<file path="config.mk">
export PLATFORM = sky130hd
export DESIGN_NAME = sine_voice_scheduler
export DESIGN_NICKNAME = d
export VERILOG_FILES = /design/src/rtl/sine_voice_scheduler_pkg.sv /design/src/rtl/rr_arbiter.sv /design/src/rtl/sine_voice_scheduler.sv
export SDC_FILE = /design/constraint.sdc
export NUM_CORES = 1
export LEC_CHECK = 0
export BUFFER_PORTS_ARGS = -buffer_cell sky130_fd_sc_hd__buf_2
export CAP_MARGIN = 40
export CORE_UTILIZATION = 43
export DETAILED_ROUTE_END_ITERATION = 12
export PLACE_DENSITY = 0.75
export SLEW_MARGIN = 20
export SYNTH_ARGS = -nofsm -noshare
export SYNTH_HDL_FRONTEND = slang
export SYNTH_SLANG_ARGS = --single-unit
</file>
<file path="constraint.sdc">
create_clock -name clock -period 1.95 [get_ports clock]
set_input_delay 0.2925 -clock clock [delete_from_list [all_inputs] [get_ports clock]]
set_output_delay 0.2925 -clock clock [all_outputs]
set_load 0.01 [all_outputs]
</file>
<file path="src/rtl/sine_voice_scheduler_pkg.sv">
`default_nettype none
// ============================================================================
// Module   : sine_voice_scheduler_pkg
// Brief    : Shared constants and helpers for the sine voice scheduler.
// Revision : 1.0 - initial release
// ============================================================================
package sine_voice_scheduler_pkg;

    localparam int c_VOICES      = 4;
    localparam int c_PHASE_W     = 8;
    localparam int c_IDX_W       = 6;
    localparam int c_SAMPLE_W    = 16;
    localparam int c_VOICE_IDX_W = 2;

    // Per-stage pipeline occupancy encoding.
    localparam logic [0:0] c_ST_EMPTY = 1'b0;
    localparam logic [0:0] c_ST_FULL  = 1'b1;

    // Odd quadrants run the quarter table backwards.
    function automatic logic [c_IDX_W-1:0] fold_phase(input logic [c_PHASE_W-1:0] ph);
        return ph[c_PHASE_W-2] ? ~ph[c_IDX_W-1:0] : ph[c_IDX_W-1:0];
    endfunction

endpackage
`default_nettype wire

</file>
<file path="src/rtl/rr_arbiter.sv">
`default_nettype none
// ============================================================================
// Module   : rr_arbiter
// Brief    : Masked round-robin arbiter with one-hot grant and pointer register.
// Revision : 1.0 - initial release
// ============================================================================
module rr_arbiter #(
    parameter int N     = 4,
    parameter int IDX_W = 2
) (
    input  logic             clk,
    input  logic             rst,
    input  logic [N-1:0]     i_req,
    input  logic [N-1:0]     i_mask,
    output logic [N-1:0]     o_gnt,
    output logic             o_valid,
    output logic [IDX_W-1:0] o_idx
);

    logic [IDX_W-1:0] r_ptr;
    logic [N-1:0]     w_elig;
    logic [IDX_W-1:0] w_cand;

    // Scan from the farthest slot to the pointer so the nearest eligible wins.
    always_comb begin
        w_elig  = i_req & ~i_mask;
        w_cand  = '0;
        o_valid = 1'b0;
        o_idx   = '0;
        for (int i = N - 1; i >= 0; i--) begin
            w_cand = r_ptr + IDX_W'(i);
            if (w_elig[w_cand]) begin
                o_valid = 1'b1;
                o_idx   = w_cand;
            end
        end
        o_gnt = o_valid ? (N'(1) << o_idx) : '0;
    end

    always_ff @(posedge clk) begin
        if (rst) begin
            r_ptr <= '0;
        end else if (o_valid) begin
            r_ptr <= o_idx + IDX_W'(1);
        end
    end

endmodule
`default_nettype wire

</file>
<file path="src/rtl/sine_voice_scheduler.sv">
`default_nettype none
// ============================================================================
// Module   : sine_voice_scheduler
// Brief    : Round-robin scheduler sharing one quarter-wave sine table among voices.
// Revision : 1.0 - initial release
// ============================================================================
module sine_voice_scheduler
    import sine_voice_scheduler_pkg::*;
#(
    parameter int VOICES  = c_VOICES,
    parameter int PHASE_W = c_PHASE_W
) (
    input  logic                      clock,
    input  logic                      reset,
    input  logic [VOICES-1:0]         req,
    input  logic [VOICES*PHASE_W-1:0] phase,
    output logic [VOICES-1:0]         grant,
    output logic [c_IDX_W-1:0]        table_phase,
    input  logic [c_SAMPLE_W-1:0]     table_data,
    output logic                      sample_valid,
    output logic [c_VOICE_IDX_W-1:0]  sample_voice,
    output logic [c_SAMPLE_W-1:0]     sample
);

    logic [VOICES-1:0]        w_req_gated;
    logic [VOICES-1:0]        w_sel_onehot;
    logic                     w_sel_valid;
    logic [c_VOICE_IDX_W-1:0] w_sel_idx;

    logic [0:0]               r_s1_state;
    logic [0:0]               r_s2_state;
    logic [0:0]               w_s1_next;
    logic [0:0]               w_s2_next;

    logic [c_VOICE_IDX_W-1:0] r_s1_voice;
    logic [c_PHASE_W-1:0]     r_s1_phase;
    logic [VOICES-1:0]        r_s1_grant;
    logic [c_VOICE_IDX_W-1:0] r_sample_voice;
    logic [c_SAMPLE_W-1:0]    r_sample;

    assign w_req_gated = reset ? '0 : req;

    // The voice currently holding grant is masked so a held request is not re-serviced.
    rr_arbiter #(
        .N     (VOICES),
        .IDX_W (c_VOICE_IDX_W)
    ) u_arb (
        .clk     (clock),
        .rst     (reset),
        .i_req   (w_req_gated),
        .i_mask  (grant),
        .o_gnt   (w_sel_onehot),
        .o_valid (w_sel_valid),
        .o_idx   (w_sel_idx)
    );

    always_ff @(posedge clock) begin
        if (reset) begin
            r_s1_state <= c_ST_EMPTY;
            r_s2_state <= c_ST_EMPTY;
        end else begin
            r_s1_state <= w_s1_next;
            r_s2_state <= w_s2_next;
        end
    end

    always_comb begin
        w_s1_next = w_sel_valid ? c_ST_FULL : c_ST_EMPTY;
        w_s2_next = (r_s1_state == c_ST_FULL) ? c_ST_FULL : c_ST_EMPTY;
    end

    always_comb begin
        grant        = '0;
        table_phase  = '0;
        sample_valid = (r_s2_state == c_ST_FULL);
        if (r_s1_state == c_ST_FULL) begin
            grant       = r_s1_grant;
            table_phase = fold_phase(r_s1_phase);
        end
    end

    always_ff @(posedge clock) begin
        if (reset) begin
            r_s1_voice     <= '0;
            r_s1_phase     <= '0;
            r_s1_grant     <= '0;
            r_sample_voice <= '0;
            r_sample       <= '0;
        end else begin
            if (w_sel_valid) begin
                r_s1_voice <= w_sel_idx;
                r_s1_phase <= phase[w_sel_idx*PHASE_W +: c_PHASE_W];
                r_s1_grant <= w_sel_onehot;
            end
            // Upper half-cycle mirrors the offset-binary table about mid-scale.
            if (r_s1_state == c_ST_FULL) begin
                r_sample_voice <= r_s1_voice;
                r_sample       <= r_s1_phase[c_PHASE_W-1] ? ~table_data : table_data;
            end
        end
    end

    assign sample_voice = r_sample_voice;
    assign sample       = r_sample;

endmodule
`default_nettype wire

</file>
== Word level (Yosys, flattened, before mapping) ==
Cells that the tools add are included.
Storage, ports and cells
  logic and storage cells: 45
  flip-flop bits (word level): 36
  input port bits: 54
Cells by class
  multiplexer cells: 23
  bitwise logic cells: 4
  add/subtract/negate cells: 4
  shifts and indexed selects: 2
  magnitude comparators: 4
Operator list (count)
  $shiftx 32x6->8: 1
  $mux 16: 1
  $not 16->16: 1
  $lt 2x3->1 const B: 4
  $mux 6: 2
  $mux 1: 10
  $bmux 1 s2: 4
  $mux 2: 4
  $mux 4: 2
  $not 6->6: 1
  $add 2x1->2 const B: 2
  $add 2x2->2 const B: 2
  $and 4x4->4: 1
  $not 4->4: 1
  $shl 1x2->4 const A: 1

== Logic depth before layout (Yosys ltp) ==
Gate-level depths: netlist of the first run.
  depth in word-level cells: 10
  depth in mapped cells: 11

== Cells and area by module ==
A second synthesis of the first run with hierarchy kept.
Unflattened totals
  cells, all modules: 201
  area, all modules: 1969.4 µm²
By module, submodules not included
  sine_voice_scheduler: sequential area each 680.7 µm², area an instance 1684.1 µm², times used 1, cells each 170
  rr_arbiter: sequential area each 40.0 µm², area an instance 285.3 µm², times used 1, cells each 31

== Worst setup path before layout of the first run ==
OpenSTA, ideal clock, no wires.
  kind: reg-to-reg
  from: register r_s1_state
  to: register u_arb.r_ptr[1]
  cell stages (with the launch flop): 12
  slack: 81 ps
  clock period less this slack: 1869 ps
  setup time: 132 ps
  data arrival time: 1737 ps
  cells stage by stage: dfxtp_1 -> buf_6 -> and2_4 -> nor2_4 -> a211oi_1 -> or3_1 -> buf_6 -> clkinv_4 -> buf_6 -> ha_1 -> nand2_1 -> a21oi_1
On the way
  longest elaborated chain between the ends: 10
  elaborated cells between the ends (all ways): 20
  classes of those cells: add/sub (1); mux (17); bitwise (2)
Ends and longest elaborated chain
  from (decl): RTL line sine_voice_scheduler.sv:30  | logic [0:0] r_s1_state;
  from (signal assigned): RTL line sine_voice_scheduler.sv:59  | r_s1_state <= c_ST_EMPTY;
  from (signal assigned): RTL line sine_voice_scheduler.sv:62  | r_s1_state <= w_s1_next;
  $mux 4 *: RTL line sine_voice_scheduler.sv:76  | if (r_s1_state == c_ST_FULL) begin
  net grant[3]: RTL line sine_voice_scheduler.sv:17  | output logic [VOICES-1:0] grant,
  $not 4->4 *: RTL line rr_arbiter.sv:26  | w_elig = i_req & ~i_mask;
  $and 4x4->4 *: RTL line rr_arbiter.sv:26
  $bmux 1 s2: RTL line rr_arbiter.sv:32  | if (w_elig[w_cand]) begin
  $mux 1 (not written as such): RTL line rr_arbiter.sv:32
  $mux 2 (3 in a row): RTL line rr_arbiter.sv:32
  $mux 2 *: RTL line rr_arbiter.sv:32
  net u_arb.o_idx[1]: RTL line rr_arbiter.sv:17  | output logic [IDX_W-1:0] o_idx
  $add 2x1->2 *: RTL line rr_arbiter.sv:44  | r_ptr <= o_idx + IDX_W'(1);
  to (signal assigned): RTL line rr_arbiter.sv:44
  to (decl): RTL line rr_arbiter.sv:20  | logic [IDX_W-1:0] r_ptr;
Mark *: on every way through the listed nets, which the timed path passes. The rest lies on a longest branch. The select of a mux whose other input is x is not followed.
A chain may end at the register's enable or synchronous reset.

== Worst setup path after layout of the first run ==
  from: register r_s1_state
  to: register r_s1_phase[7]
On the way
  longest elaborated chain between the ends: 10
  elaborated cells between the ends (all ways): 20
  classes of those cells: shift (1); mux (17); bitwise (2)
Ends and longest elaborated chain
  $mux 4 *: RTL line sine_voice_scheduler.sv:76
  $not 4->4 *: RTL line rr_arbiter.sv:26
  $and 4x4->4 *: RTL line rr_arbiter.sv:26
  $bmux 1 s2: RTL line rr_arbiter.sv:32
  $mux 1 (not written as such): RTL line rr_arbiter.sv:32
  $mux 2 (4 in a row): RTL line rr_arbiter.sv:32
  $shiftx 32x6->8: RTL line sine_voice_scheduler.sv:92  | r_s1_phase <= phase[w_sel_idx*PHASE_W +: c_PHASE_W];
  to (signal assigned): RTL line sine_voice_scheduler.sv:92
  to (decl): RTL line sine_voice_scheduler.sv:36  | logic [c_PHASE_W-1:0] r_s1_phase;
Every way passes the cells marked *; elsewhere a longest branch is shown, timed or not. The select of a mux whose other input is x is not followed.

==> reports/qor.yml, run 1 <==
status: "completed"
grt_pass1_vias: 1683
slew-limit-headroom_pct: 75.22
synth_edf_count: 0
worstRegToRegCells: 7
cts_tree: "yes"
cp-end-kind: "flop"
syn-instance-count: 226
ys_ff_latch: 36
internal_power_mw: 1.800
crit_start: "r_s1_state"
antenna_found_initial: 0
die_y_um: 69.87
crit_type: "flop to flop"
switchingPower_uw: 869.7
drv_slew: 0
design.die.area_mm2: 0.004882
clockPowerShare_pct: 26.9
syn_area_per_cell_um2: 8.764
dp_hpwl_um: 3485
io_pins: 83
synth_flop_cell: "dfxtp_1"
drt-total-wl_um: 4976
globalplace.congestion: 0.8407
finalNetCount: 374
total_leakage_power_nw: 1.247
crit_fanout: 22
rows: 24
cts_buffer_depth: 2
grt_first_pass_wirelength_um: 7900
arrival_ps: 2010
p_comb_share_pct: 36.9
finalClockSkew_ps: 2.575
layout_common_cells: "82 x buf_2, 35 x dfxtp_1, 20 x nand2_1, 19 x nor2_1, 18 x a211oi_1"
critPathRequiredTime_ps: 2110
fmax_ghz: 0.5394
antennaDiodeCount: 0
synth-async-reset-ratio_pct: 0
cts_num_sinks: 36
syn_to_final_growth_pct: 35.19
viasPerCell: 5.095
clk_pin_slew_ps: 70
min_period_ps: 1854
synthAdderAreaFrac_pct: 2.527
setup_violations: 0
final_common_cell: "buf_2"
drv_cap: 0
wl_per_cell_um: 13.49
synth_cell_type_count: 43
netlist_area_mm2: 0.001981
utilization_pct: 61.07
die_w_um: 69.87
globalRouteOverflowTotal: 0
ant_nets: 0
timing.rr.end: "r_s1_phase[7]"
worst_pin_slew_ps: 371.2
synthesis.nets: 284
finalCritPeriodShare_pct: 95.06
drt_iter0_markers: 61
hold_buffers: 0
cts-root-buf: "clkbuf_8"
grt_max_degree: 30
startpoint_type: "flop"
yosysSeqAreaShare_pct: 36.39
drive_gt1_share_pct: 39.75
muxShareOfSynthArea_pct: 3.538
drtPass1Iterations: 4
initial_core_util_pct: 45.18
crit_end: "r_s1_phase[7]"
io_buffers: 82
yosysWarningCount: 0
drc_errors: 0
core_area_mm2: 0.004384
finalHoldViolations: 0
clk_latency_ps: 280
rrSetupSlack_ps: 100
vias: 1880
swShare_pct: 32.58
p_seq_share_pct: 36.3
numCtsBuffers: 5
r2r_start: "r_s1_state"
htree_levels: 2
synth_xor_xnor_area_share_pct: 9.728
min_path_type: "input pin to flop"
vdd_ir_drop_max_uv: 601.2
fin_tns_setup_ps: 0
track_usage_pct: 20.15
synth_top_family_by_area: "compound AO/OA/AOI/OAI gates"
synth_compound_area_share_pct: 22.99
power.density_mw_per_mm2: 997.0
synth-simple-area-share_pct: 17.94
## power groups by stage
| stage | Clock, mW | Combinational [mW] | Sequential, mW |
|---|---|---|---|
| floorplan | 0 | 0.612 | 0.985 |
| global placement | 0 | 0.930 | 0.977 |
| detailed placement | 0 | 0.942 | 0.983 |
| CTS | 0.733 | 0.959 | 0.967 |
| global route | 0.764 | 1.09 | 0.982 |
| finish | 0.717 | 0.984 | 0.968 |
## how the worst min path moves through the flow
| stage | startpoint | endpoint | slack [ps] | cells past startpoint |
|---|---|---|---|---|
| after floorplan | r_s1_grant[1] | r_s1_grant[1] | 430 | 2 |
| after global placement | r_s1_voice[1] | r_s1_voice[1] | 450 | 2 |
| after detailed placement | r_s1_voice[1] | r_s1_voice[1] | 450 | 2 |
| after CTS | phase[26] | r_s1_phase[2] | 260 | 3 |
| after global routing | phase[24] | r_s1_phase[0] | 260 | 3 |
| final | phase[26] | r_s1_phase[2] | 270 | 3 |
## sequential cells by signal (all words and copies together) (netlist names)
| signal | count |
|---|---|
| sample | 16 |
| sample_valid | 1 |
| u_arb.r_ptr | 2 |
| r_s1_voice | 2 |
| r_s1_state | 1 |
| r_s1_grant | 4 |
| sample_voice | 2 |
| r_s1_phase | 8 |
## stage by stage
| stage | cell area [um^2] | cells | hold slack, ps | power [mW] | setup slack (ps) |
|---|---|---|---|---|---|
| 2_1_floorplan | 1981 | 226 | 431.9 | 1.597 | 80.65 |
| 3_3_place_gp | 2502 | 361 | 445.3 | 1.906 | -59.89 |
| 3_5_place_dp | 2502 | 361 | 446.1 | 1.925 | -106.0 |
| 4_1_cts | 2638 | 369 | 263.4 | 2.659 | 42.00 |
| 5_1_grt | 2678 | 369 | 263.3 | 2.835 | -36.05 |
| 6_report | 2678 | 369 | 268.7 | 2.669 | 96.26 |
## synth_stat cells, types with 2 or more instances
| cell type | number | area [um^2] |
|---|---|---|
| a311oi_1 | 3 | 26.28 |
| mux2i_1 | 7 | 70.07 |
| a2111oi_0 | 2 | 17.52 |
| a211o_1 | 5 | 43.79 |
| nand3_1 | 13 | 65.06 |
| a211oi_1 | 18 | 135.1 |
| clkinv_1 | 2 | 7.510 |
| nor2b_1 | 3 | 18.77 |
| dfxtp_1 | 36 | 720.7 |
| nor2_1 | 19 | 71.32 |
| buf_4 | 3 | 22.52 |
| and2_1 | 6 | 37.54 |
| ha_1 | 4 | 50.05 |
| inv_1 | 4 | 15.01 |
| o21ai_0 | 5 | 25.02 |
| clkbuf_1 | 8 | 30.03 |
| xor2_1 | 6 | 52.55 |
| a21boi_0 | 2 | 15.01 |
| buf_6 | 3 | 33.78 |
| o211ai_1 | 5 | 37.54 |
| and3_1 | 2 | 12.51 |
| xnor2_1 | 16 | 140.1 |
| a21oi_1 | 11 | 55.05 |
| nand2_2 | 3 | 18.77 |
| buf_2 | 3 | 15.01 |
| nand2_1 | 20 | 75.07 |
## worst max-delay path, cell delays in order (launching register included)
cell and delay (ps):
dfxtp_4 390, and2_4 180, a2bb2oi_2 250, and3_1 250, buf_12 180, clkinvlp_4 180, a21oi_1 240, a311oi_2 70
## cells by family after synthesis
logic type | count (synthesis)
buffers and inverters | 25
multiplexers | 7
adder cells (fa/ha/maj) | 4
AND/OR/NAND/NOR | 73
flip-flops | 36
XOR/XNOR | 22
AO/OA/AOI/OAI | 59
## repair_timing
action	in CTS	in global routing
pin swaps	0	1
setup endpoints to repair	6	9
gates resized for setup	4	8
buffers inserted	0	0
## layer usage
metal / vias to the layer above / track usage (%) / part of all wire [%]
met5: - / 0 / 0
met4: 0 / 4.000 / 0.58
met3: 5 / 5.051 / 6.4
met2: 76 / 31.94 / 46
met1: 818 / 27.86 / 47
li1: 981 / - / -
## layout make-up
| type | instances | area, um^2 |
|---|---|---|
| Clock inverter | 1 | 30.03 |
| Inverter | 8 | 38.79 |
| Timing Repair Buffer | 100 | 558.0 |
| Tap cell | 52 | 65.06 |
| Sequential cell | 36 | 724.4 |
| Fill cell | 387 | 1707 |
| Multi-Input combinational cell | 165 | 1165 |
| Clock buffer | 7 | 96.34 |
No activity file was read; power rests on OpenSTA's default activity.
==> run 2: changes to the inputs <==
--- a/config.mk
+++ b/config.mk
@@ -9,7 +9,7 @@
 export CAP_MARGIN = 40
 export CORE_UTILIZATION = 43
 export DETAILED_ROUTE_END_ITERATION = 12
-export PLACE_DENSITY = 0.75
+export PLACE_DENSITY = 0.76
 export SLEW_MARGIN = 20
 export SYNTH_ARGS = -nofsm -noshare
 export SYNTH_HDL_FRONTEND = slang
==> run 2 against run 1 <==
  * Die area is the same
  * Count of clock-buffer cells in the layout down 1
  * Total power decreased by 4.0%
  * Flip-flop and latch count did not move
  * Via count is 1.6% higher
  * Critical path type unchanged
  * Critical endpoint is now r_s1_phase[5]
==> reports/qor.yml, run 2 (same netlist as run 1, synthesis figures left out) <==
status: "completed"
fmax_ghz: 0.5301  # -1.7%
crit_type: "flop to flop"
setup_violations: 0  # unchanged
vdd_ir_drop_max_uv: 604.3  # +0.51%
rrSetupSlack_ps: 60  # -30 ps
ff_latch_area_um2: 724.4  # unchanged
cts_buffer_depth: 2  # unchanged
dp_hpwl_um: 3588  # +3.0%
multiInputGateArea_mm2: 0.001181  # +1.4%
die_y_um: 69.87  # unchanged
die_w_um: 69.87  # unchanged
finalClockSkew_ps: 4.794  # +2.219 ps
clk_latency_ps: 280  # about the same
grt_pass1_vias: 1740  # +3.4%
worstRegToRegCells: 7  # unchanged
globalRouteOverflowTotal: 0  # unchanged
fin_tns_setup_ps: 0  # unchanged
utilization_pct: 60.82  # -0.26 points
crit_fanout: 8  # -64%
drv_slew: 0  # unchanged
antenna_found_initial: 0  # unchanged
drt-total-wl_um: 4773  # -4.1%
syn_to_final_growth_pct: 34.62
hold_buffers: 0  # unchanged
finalHoldViolations: 0  # unchanged
drive_gt1_share_pct: 39.94  # +0.19 points
globalplace.congestion: 0.8317  # -1.1%
total_leakage_power_nw: 1.249  # +0.11%
numCtsBuffers: 5  # unchanged
htree_levels: 2  # unchanged
drv_cap: 0  # unchanged
power.density_mw_per_mm2: 961.5  # -3.6%
design.die.area_mm2: 0.004882  # unchanged
io_pins: 83  # unchanged
cts_tree: "yes"
wl_per_cell_um: 12.90  # -4.3%
whs_path_depth: 3  # unchanged
crit_end: "r_s1_phase[5]"
drc_errors: 0  # unchanged
arrival_ps: 2090  # +80 ps
grt_max_degree: 21  # -30%
cts_setup_buffers: 0  # unchanged
grt_first_pass_wirelength_um: 7969  # +0.87%
r2r_start: "r_s1_state"
drt_iter0_markers: 70  # +15%
viasPerCell: 5.165  # +1.4%
startpoint_type: "flop"
core_area_mm2: 0.004384  # unchanged
min_period_ps: 1886  # +32.75 ps
finalCritPeriodShare_pct: 96.74  # +1.7 points
rows: 24  # unchanged
antennaDiodeCount: 0  # unchanged
layout_common_cells: "82 x buf_2, 35 x dfxtp_1, 19 x nor2_1, 19 x nand2_1, 19 x buf_4"
critPathRequiredTime_ps: 2160  # +50 ps
track_usage_pct: 20.57  # +0.42 points
worst_hold_slack_ps: 275.4  # +6.780 ps
cp-end-kind: "flop"
drtPass1Iterations: 4  # unchanged
slew-limit-headroom_pct: 75.28  # about the same
ant_nets: 0  # unchanged
vias: 1911  # +1.6%
final_common_cell: "buf_2"
finalNetCount: 375  # +0.27%
cts-root-buf: "clkbuf_8"
crit_start: "r_s1_state"
largest_reg_flops: 16  # unchanged
n_fill_cell: 390  # +0.78%
clk_pin_slew_ps: 70  # about the same
initial_core_util_pct: 45.18  # unchanged
grt_setup_unrepaired: "yes"
io_buffers: 82  # unchanged
cts_num_sinks: 36  # unchanged
min_path_type: "input pin to flop"
timing.rr.end: "r_s1_phase[5]"
worst_pin_slew_ps: 370.0  # -1.226 ps
## run 2: cell count changes in the layout (fill, tap and decap cells not counted), moves of 2 or more
cell / delta
o21ai_0: -3
clkbuf_8: -2
o21ai_2: +2
buf_4: +2
## run 2: per-layer routing
| metal | vias up | track usage, % | wire length [um] |
|---|---|---|---|
| met5 | - | 0 | 0 |
| met4 | 0 | 6.889 | 91 |
| met3 | 9 | 6.638 | 334 |
| met2 | 82 | 31.52 | 2152 |
| met1 | 838 | 27.29 | 2195 |
| li1 | 982 | - | - |
## run 2: worst min-delay path by stage
stage,startpoint,to,slack [ps]
finish,phase[24],r_s1_phase[0],280
detailed placement,r_s1_voice[1],r_s1_voice[1],450
CTS,phase[24],r_s1_phase[0],260
global route,phase[26],r_s1_phase[2],270
floorplan,r_s1_grant[1],r_s1_grant[1],430
global placement,r_s1_voice[1],r_s1_voice[1],440
## run 2: final cells by class
| type | instances | share of cell area (%) |
|---|---|---|
| clock inverters | 2 | 1.314 |
| flip-flops and latches | 36 | 27.17 |
| repair buffers | 101 | 20.74 |
| clock buffers | 6 | 2.722 |
| inverters | 8 | 1.314 |
| multi-input cells | 165 | 44.30 |
| well taps | 52 | 2.440 |
## run 2: what timing repair did
action                                  4_1_cts  5_1_grt
pin swaps                                     0       10
gates resized for setup                       4       15
endpoints found under the setup margin       11       13
## run 2: through the flow
| step | cells | total power, mW | cell area [um^2] | worst slack [ps] |
|---|---|---|---|---|
| 5_1_grt | 370 | 2.747 | 2666 | -11.05 |
| 3_3_place_gp | 362 | 1.895 | 2497 | -131.5 |
| 4_1_cts | 370 | 2.556 | 2614 | 0.1987 |
| 2_1_floorplan | 226 | 1.597 | 1981 | 80.65 |
| 3_5_place_dp | 362 | 1.906 | 2497 | -151.2 |
| 6_report | 370 | 2.564 | 2666 | 63.50 |
## run 2: where the power goes
| part | total (mW) | leakage [nW] | internal (mW) | switching (mW) |
|---|---|---|---|---|
| combinational | 0.962 | 0.894 | 0.471 | 0.491 |
| clock | 0.630 | 0.0552 | 0.379 | 0.251 |
| sequential | 0.972 | 0.300 | 0.873 | 0.0989 |
## run 2: worst max-delay path, cell delays in order, from the launching register on
cell       delay [ps]
dfxtp_4           380
and2_4            190
a2bb2oi_4         180
a2111oi_4         360
buf_4             210
o21ai_1            70
a211o_1           320
o211ai_1           90
==> run 3: changes to the inputs <==
--- a/config.mk
+++ b/config.mk
@@ -7,10 +7,12 @@
 export LEC_CHECK = 0
 export BUFFER_PORTS_ARGS = -buffer_cell sky130_fd_sc_hd__buf_2
 export CAP_MARGIN = 40
+export CORE_MARGIN = 5
 export CORE_UTILIZATION = 43
 export DETAILED_ROUTE_END_ITERATION = 12
-export PLACE_DENSITY = 0.76
+export PLACE_DENSITY_LB_ADDON = 0.08
 export SLEW_MARGIN = 20
 export SYNTH_ARGS = -nofsm -noshare
 export SYNTH_HDL_FRONTEND = slang
 export SYNTH_SLANG_ARGS = --single-unit
+export TNS_END_PERCENT = 5
==> run 3 against run 2 <==
  * Clock power fell by 23%
  * Highest routed layer unchanged
  * Hold slack improved by 12 ps
  * Flip-flop and latch count did not move
  * Cell area fell by 2.2%
  * Non-clock buffer count fell by 2
  * Register-to-register slack improved by 50 ps
  * Global-route usage fell by 4.2 points
  * Fmax rose by 2.9%
  * First-iteration DRC count fell by 39%
  * Largest cell class unchanged
  * Die area rose by 24%
==> reports/qor.yml, run 3 (same netlist as run 1, synthesis figures left out) <==
post-place-ws_ps: -171.2  # -20.00 ps
drtPass1Iterations: 4  # unchanged
antennaDiodeCount: 0  # unchanged
timing.rr.end: "r_s1_grant[0]"
p_seq_share_pct: 40.0  # +2.1 points
grt_pass1_vias: 1826  # +4.9%
rrSetupSlack_ps: 120  # +50 ps
final_common_cell: "buf_2"
finalNetCount: 373  # -0.53%
grt_first_pass_wirelength_um: 8286  # +4.0%
finalCritPeriodShare_pct: 94.03  # -2.7 points
numPlacedInstances: 360  # -0.55%
setup_violations: 0  # unchanged
fin_tns_setup_ps: 0  # unchanged
n_fill_cell: 430  # +10%
grt_setup_unrepaired: "no"
p_total_mw: 2.407  # -6.1%
min_path_type: "input pin to flop"
vias: 1881  # -1.6%
worst_slack_ps: 116.5  # +52.97 ps
r2r_start: "r_s1_state"
vdd_ir_drop_max_uv: 510.0  # -16%
design.die.area_mm2: 0.006064  # +24%
largest_reg_flops: 16  # unchanged
startpoint_type: "flop"
htree_levels: 2  # unchanged
ant_nets: 0  # unchanged
stdcell_count: 367  # -0.81%
cts_tree: "yes"
p_comb_share_pct: 39.8  # +2.3 points
worstRegToRegCells: 8  # +1
antenna_found_initial: 0  # unchanged
hold_buffers: 0  # unchanged
dp_hpwl_um: 3753  # +4.6%
clk_pin_slew_ps: 70  # about the same
syn_to_final_growth_pct: 31.71
drv_cap: 0  # unchanged
core_area_mm2: 0.004414  # +0.68%
io_pins: 83  # unchanged
cts_buffer_depth: 2  # unchanged
die_w_um: 77.87  # +11%
crit_fanout: 6  # -2
slew-limit-headroom_pct: 74.41  # -0.87 points
finalClockSkew_ps: 6.795  # +2.001 ps
fmax_ghz: 0.5454  # +2.9%
min_period_ps: 1834  # -52.97 ps
wl_per_cell_um: 13.71  # +6.3%
globalplace.congestion: 0.7923  # -4.7%
power.density_mw_per_mm2: 922.6  # -4.0%
swShare_pct: 34.27  # +1.5 points
switchingPower_uw: 824.8  # -1.9%
critPathRequiredTime_ps: 2110  # -50 ps
utilization_pct: 59.10  # -1.7 points
drive_gt1_share_pct: 39.37  # -0.57 points
total_leakage_power_nw: 1.217  # -2.5%
worst_pin_slew_ps: 383.4  # +13.44 ps
cts_num_sinks: 36  # unchanged
io_buffers: 82  # unchanged
finalHoldViolations: 0  # unchanged
rows: 24  # unchanged
track_usage_pct: 16.42  # -4.2 points
numCtsBuffers: 5  # unchanged
status: "completed"
drv_slew: 0  # unchanged
final_area_mm2: 0.002609  # -2.2%
initial_core_util_pct: 44.87  # -0.31 points
layout_common_cells: "82 x buf_2, 35 x dfxtp_1, 20 x nand2_1, 19 x nor2_1, 18 x a211oi_1"
grt_max_degree: 41  # +95%
cts-root-buf: "clkbuf_8"
cp-end-kind: "flop"
viasPerCell: 5.125  # -0.77%
drt_iter0_markers: 43  # -39%
worst_hold_slack_ps: 287.9  # +12.47 ps
postPlaceCellArea_mm2: 0.002482  # -0.60%
arrival_ps: 1990  # -100 ps
internal_power_mw: 1.582  # -8.2%
holdPathEnd: "r_s1_phase[0]"
clockPowerShare_pct: 20.2  # -4.4 points
whs_path_depth: 3  # unchanged
die_y_um: 77.87  # +11%
drt-total-wl_um: 5032  # +5.4%
drc_errors: 0  # unchanged
globalRouteOverflowTotal: 0  # unchanged
clk_latency_ps: 280  # about the same
hp-start: "phase[24]"
crit_type: "flop to flop"
## run 3: cell count changes in the layout (fill, tap and decap cells not counted), sizes merged
cell,change
bufinv,-1
clkinvlp,+1
buf,-2
clkinv,-1
## run 3: power by group through the flow
stage / clock [mW] / sequential, mW / combinational, mW
after CTS: 0.508 / 0.962 / 0.949
after floorplan: 0 / 0.985 / 0.612
final: 0.487 / 0.962 / 0.958
after global routing: 0.545 / 0.981 / 1.06
after detailed placement: 0 / 0.977 / 0.934
after global placement: 0 / 0.975 / 0.932
## run 3: area by class of cell
cell class	instances	area (um^2)	share of cell area [%]
inverters	8	38.79	1.487
clock inverters	1	5.005	0.1918
clock buffers	6	72.57	2.782
flip-flops and latches	36	724.4	27.77
multi-input cells	165	1165	44.65
well taps	52	65.06	2.494
repair buffers	99	538.0	20.62
## run 3: per-layer routing
metal	track usage [%]	wire length, um
met1	22.12	2283
met2	25.63	2387
met3	4.051	301
met4	5.326	60
met5	0	0
## run 3: timing repair
item | 4_1_cts | 5_1_grt
endpoints found under the setup margin | 8 | 9
cloned | 0 | 0
pin swaps | 0 | 2
resized for setup | 5 | 9
setup buffers | 0 | 0
## run 3: worst max path at each step
stage                          start        endpoint  slack (ps)  depth (start not counted)
after floorplan           r_s1_state  u_arb.r_ptr[1]          80                         11
after global placement         reset   r_s1_phase[2]        -140                          8
after detailed placement       reset   r_s1_phase[7]        -170                          8
after CTS                 r_s1_state   r_s1_phase[0]          10                          6
after global routing      r_s1_state   r_s1_phase[2]           3                          8
final                     r_s1_state   r_s1_grant[0]         120                          8
## run 3: worst max-delay path: stages (launching register included)
cell	delay (ps)
dfxtp_4	380
nand2_2	90
and3_4	210
a2111oi_4	420
nor2_4	110
buf_4	180
ha_1	200
nand2_1	60
a21oi_1	60
